### src/rtl/mult_pkg.sv
// Shared widths, FSM state type and helpers for the multiplier and its BCD readout stage.
// Latency: n/a (declarations only).
// Backpressure: n/a.
package mult_pkg;

    localparam int DW    = 8;
    localparam int D2W   = 2 * DW;
    localparam int NDIG  = (3 * D2W + 9) / 10;
    localparam int CNT_W = $clog2(D2W + 1);

    typedef enum logic [1:0] {
        IDLE,
        SHIFT,
        DONE
    } bcd_state_e;

    // True when every nibble of a packed BCD word is a legal decimal digit.
    function automatic logic bcd_digits_ok(input logic [4*NDIG-1:0] v);
        logic ok;
        ok = 1'b1;
        for (int i = 0; i < NDIG; i++) begin
            if (v[4*i +: 4] > 4'd9) begin
                ok = 1'b0;
            end
        end
        return ok;
    endfunction

endpackage

### src/rtl/bcd_digit_adj.sv
// Double-dabble digit correction: adds 3 to a nibble that is 5 or more.
// Latency: combinational.
// Backpressure: none; pure function of its input.
module bcd_digit_adj (
    input  logic [3:0] digit_i,
    output logic [3:0] digit_o
);

    // The 4-bit sum deliberately discards any carry; digits never interact.
    assign digit_o = (digit_i >= 4'd5) ? (digit_i + 4'd3) : digit_i;

endmodule

### src/rtl/product_bcd_conv.sv
// Converts the multiplier's magnitude product to packed BCD, one bit per clock.
// Latency: o_valid in the 16th cycle after the accepting edge; period 18 cycles.
// Backpressure: i_valid is dropped (not queued) while o_busy is high, DONE included.
module product_bcd_conv
    import mult_pkg::*;
(
    input  logic              i_clk,
    input  logic              i_rst,
    input  logic              i_valid,
    input  logic [D2W-1:0]    i_product,
    input  logic              i_neg,
    output logic              o_busy,
    output logic              o_valid,
    output logic              o_neg,
    output logic [4*NDIG-1:0] o_bcd
);

    localparam int BW = 4 * NDIG;
    localparam logic [CNT_W-1:0] LAST = CNT_W'(D2W - 1);

    bcd_state_e       state_q, state_d;
    logic [CNT_W-1:0] cnt_q, cnt_d;
    logic [D2W-1:0]   shreg_q, shreg_d;
    logic [BW-1:0]    acc_q, acc_d;
    logic             sign_q, sign_d;
    logic [BW-1:0]    bcd_q, bcd_d;
    logic             neg_q, neg_d;

    logic [BW-1:0]    acc_adj;
    logic [BW-1:0]    acc_sh;
    logic [D2W-1:0]   shreg_sh;

    for (genvar g = 0; g < NDIG; g++) begin : g_adj
        bcd_digit_adj u_adj (
            .digit_i (acc_q[4*g +: 4]),
            .digit_o (acc_adj[4*g +: 4])
        );
    end

    // One double-dabble step: corrected accumulator and shift register move left as one word.
    always_comb begin
        acc_sh   = {acc_adj[BW-2:0], shreg_q[D2W-1]};
        shreg_sh = {shreg_q[D2W-2:0], 1'b0};
    end

    // State and datapath registers; reset aborts any conversion in flight.
    always_ff @(posedge i_clk or posedge i_rst) begin
        if (i_rst) begin
            state_q <= IDLE;
            cnt_q   <= '0;
            shreg_q <= '0;
            acc_q   <= '0;
            sign_q  <= 1'b0;
            bcd_q   <= '0;
            neg_q   <= 1'b0;
        end else begin
            state_q <= state_d;
            cnt_q   <= cnt_d;
            shreg_q <= shreg_d;
            acc_q   <= acc_d;
            sign_q  <= sign_d;
            bcd_q   <= bcd_d;
            neg_q   <= neg_d;
        end
    end

    // Next-state logic: accept only in IDLE, shift D2W times, one DONE cycle.
    always_comb begin
        state_d = state_q;
        case (state_q)
            IDLE:    if (i_valid) state_d = SHIFT;
            SHIFT:   if (cnt_q == LAST) state_d = DONE;
            DONE:    state_d = IDLE;
            default: state_d = IDLE;
        endcase
    end

    // Datapath next values; result registers change only on the final shift.
    always_comb begin
        cnt_d   = cnt_q;
        shreg_d = shreg_q;
        acc_d   = acc_q;
        sign_d  = sign_q;
        bcd_d   = bcd_q;
        neg_d   = neg_q;
        case (state_q)
            IDLE: begin
                if (i_valid) begin
                    shreg_d = i_product;
                    acc_d   = '0;
                    // A zero magnitude never reports as negative.
                    sign_d  = i_neg & (i_product != '0);
                    cnt_d   = '0;
                end
            end
            SHIFT: begin
                acc_d   = acc_sh;
                shreg_d = shreg_sh;
                cnt_d   = cnt_q + CNT_W'(1);
                if (cnt_q == LAST) begin
                    bcd_d = acc_sh;
                    neg_d = sign_q;
                end
            end
            default: begin
            end
        endcase
    end

    // Outputs decoded from state; result values come straight from their registers.
    always_comb begin
        o_busy  = (state_q != IDLE);
        o_valid = (state_q == DONE);
        o_bcd   = bcd_q;
        o_neg   = neg_q;
    end

    // The finished accumulator must hold only legal decimal digits.
    a_bcd_legal: assert property (@(posedge i_clk) disable iff (i_rst)
        (state_q == SHIFT && cnt_q == LAST) |-> bcd_digits_ok(acc_sh));

endmodule

### config.mk
export PLATFORM = sky130hd
export DESIGN_NAME = product_bcd_conv
export DESIGN_NICKNAME = d
export VERILOG_FILES = /design/src/rtl/mult_pkg.sv /design/src/rtl/bcd_digit_adj.sv /design/src/rtl/product_bcd_conv.sv
export SDC_FILE = /design/constraint.sdc
export NUM_CORES = 1
export LEC_CHECK = 0
export CAP_MARGIN = 20
export CORE_ASPECT_RATIO = 1.75
export CORE_MARGIN = 1.5
export CORE_UTILIZATION = 54
export CTS_CLUSTER_SIZE = 8
export DETAILED_ROUTE_END_ITERATION = 16
export PLACE_DENSITY = 0.81
export SLEW_MARGIN = 5
export SYNTH_ARGS = -nofsm -noshare
export SYNTH_HDL_FRONTEND = slang
export SYNTH_HIERARCHICAL = 1
export SYNTH_SLANG_ARGS = --single-unit
### constraint.sdc
create_clock -name i_clk -period 6.7 [get_ports i_clk]
set_clock_uncertainty 0.15 [all_clocks]
set_input_delay 2.01 -clock i_clk [delete_from_list [all_inputs] [get_ports i_clk]]
set_output_delay 2.01 -clock i_clk [all_outputs]
set_load 0.05 [all_outputs]
==> impl_results.md <==
- Outcome: completed
- Num rows: 37
- Routability cong.: 0.7793
- Drt drc: 0
- # hold bufs at CTS: 0
- Setup slack after layout: 2.300 ns
- Post-synthesis area per instance: 11.15 um2
- Critical-path maximum fanout: 24
- Diode count: 0
- NetSw: 859.9 uW
- Initial Util: 55.93%
- Switching part of the total power: 40.90%
- Post-Syn Instances: 295
- Estimated wirelength of the detail-placed design: 4113 um
- Highest Clock Rate: 0.2273 GHz
- CTS buffer count: 9
- Slowest cell on the critical path: dfrtp_1
- Sequential power share: 34.6%
- Syn Nets: 327
- Buf+Inv Stages, Crit Path: 2
- Gr ovfl total: 0
- H-tree depth: 3
- Routed vias/inst: 5.592
- Worst slew pin tran: 1.056 ns
- Worst IR Drop VDD: 264.7 uV
- Total negative slack: 0 ns
- Worst min path class: reg2reg
- Layout area overhead: 19.94%
- Die width: 61.99 um
- Largest net degree at the start of global routing: 66
- First-pass detailed-route iteration total: 4
- Die area: 6584 um2
- Initial antenna violation count: 0
- Logic pwr share: 49.2%
- Clock Sinks: 65
- Number of port buffers: 42
- Pre-CTS WS: 2.358 ns
- Crit path kind: reg2out
- CTS root buffer: clkbuf_8
- Vias in the first global route: 2284
- Post CTS Setup Buffer Count: 0
- Gr usage total: 21.43%
- Hold_sp: cnt_q[4]
- PwrDens: 533.0 nW/um2
- Final Hold Viols: 0
- Worst-path cell chain: nor2_1, inv_1, clkdlybuf4s50_1
- Number of routed nets with antenna violations: 0
- Worst Path Required: 4.54 ns
- Die Y: 106.2 um
- WL per Instance: 14.50 um
- Clk buf depth: 2
- Layout net count: 366
- Crit-path leading delay family: buffers and inverters
- CTS resizes: 0
- Crit path from: state_q[1]
- Crit. End Element: output pin
- I/O Pins: 43
- Clk_lat worst skew: 0.34 ns
- YS warnings: 6
- Final total power: 2.102 mW
- Leakage power: 1.848 nW
- Normalized max-slew margin: 29.53%
- Share of cells above drive strength 1: 13.57%
- Clock Power Share: 16.2%
- Fin crit period: 4.400 ns
- Via count: 2332
- Fillers: 468
- CP arrival: 2.24 ns
- Worst path max stage delay: 0.86 ns
- Mapped cell area: 3288 um2
- Max-cap violations: 0
- CTS tree: done
- WL final: 6047 um
- Startpoint type of the worst setup path: flop
- Internal Power: 1.242 mW
- Core ar.: 5879 um2
- RSZ-0062 raised after global routing: false
- Final Max Slew Viols: 0
- RR Startpoint: state_q[0]
- Setup violations, final: 0
- DR iter-0 viols: 93
- First-pass GRT wire length: 10650 um
- Clock transition at the registers of the reported paths: 0.06 ns
- Tcrit/Tclk final: 65.67%
routing by layer:
metal	up-vias	track usage, %	part of all wire, %
met5	-	0	0
met4	0	8.815	2.1
met3	13	5.474	3.9
met2	53	32.96	52
met1	1140	28.09	42
li1	1126	-	-
power by group through the flow:
stage / Sequential [mW] / Clock, mW / Combinational [mW]
final: 0.728 / 0.340 / 1.03
after global routing: 0.754 / 0.366 / 1.14
after CTS: 0.728 / 0.347 / 1.05
after detailed placement: 0.730 / 0 / 1.04
after global placement: 0.725 / 0 / 1.01
after floorplan: 0.859 / 0 / 0.657
placed cells by master, fill, tap and decap left out:
master	n
dfrtp_1	65
ha_1	12
o21ai_1	4
nor4_1	4
buf_4	1
nand2_4	1
a21oi_2	5
nor2b_1	17
nor2_1	7
bufinv_16	1
clkbuf_1	2
a21oi_1	17
nand4_1	1
nand2_1	23
mux2i_1	6
clkbuf_8	12
clkdlybuf4s50_1	42
o21bai_2	1
nand2b_1	11
inv_1	13
and3b_1	1
a21boi_0	1
a22oi_1	14
o21ai_0	22
a41o_1	1
a22o_1	23
inv_2	1
nand3_1	1
nor2b_4	1
and3_1	1
clkinv_2	1
mux2_4	19
xnor2_1	5
mux2_2	3
worst min-delay path: stages (launching register included):
cell and delay, ns:
dfrtp_1 0.35, nand2_1 0.05, o21ai_0 0.07
flip-flops by register name, indices dropped and copies added (netlist names):
register  count
o_neg         1
acc_q        20
cnt_q         5
state_q       2
o_bcd        20
shreg_q      16
sign_q        1
final cells by class:
cell class | count | area [um2] | area share [%]
clock buffers | 14 | 172.7 | 4.378
clock inverters | 2 | 35.03 | 0.8883
inverters | 14 | 52.55 | 1.332
multi-input cells | 201 | 1531 | 38.83
flip-flops and latches | 65 | 1627 | 41.24
well taps | 78 | 97.59 | 2.475
repair buffers | 43 | 427.9 | 10.85
stage by stage:
step	cell area [um2]	utilization [%]	hold WS, ns	cells
after floorplan	3288	-	0.2998	295
after global placement	3736	63.55	0.3109	401
after detailed placement	3736	63.55	0.3370	401
after CTS	3944	67.08	0.3587	417
after global routing	3944	67.08	0.3815	417
final	3944	67.08	0.3509	417
worst paths after layout:
kind                              to  slack (ns)  cells past startpoint
setup / recovery              o_busy        2.30                      3
hold / removal              cnt_q[4]        0.35                      2
setup reg to reg            o_bcd[0]        3.97                      3
hold reg to reg             cnt_q[4]        0.35                      2
max in group asynchronous   acc_q[2]        3.81                      3
min in group asynchronous  o_bcd[13]        2.08                      3
Note: power is estimated with default switching activity, not from simulation.
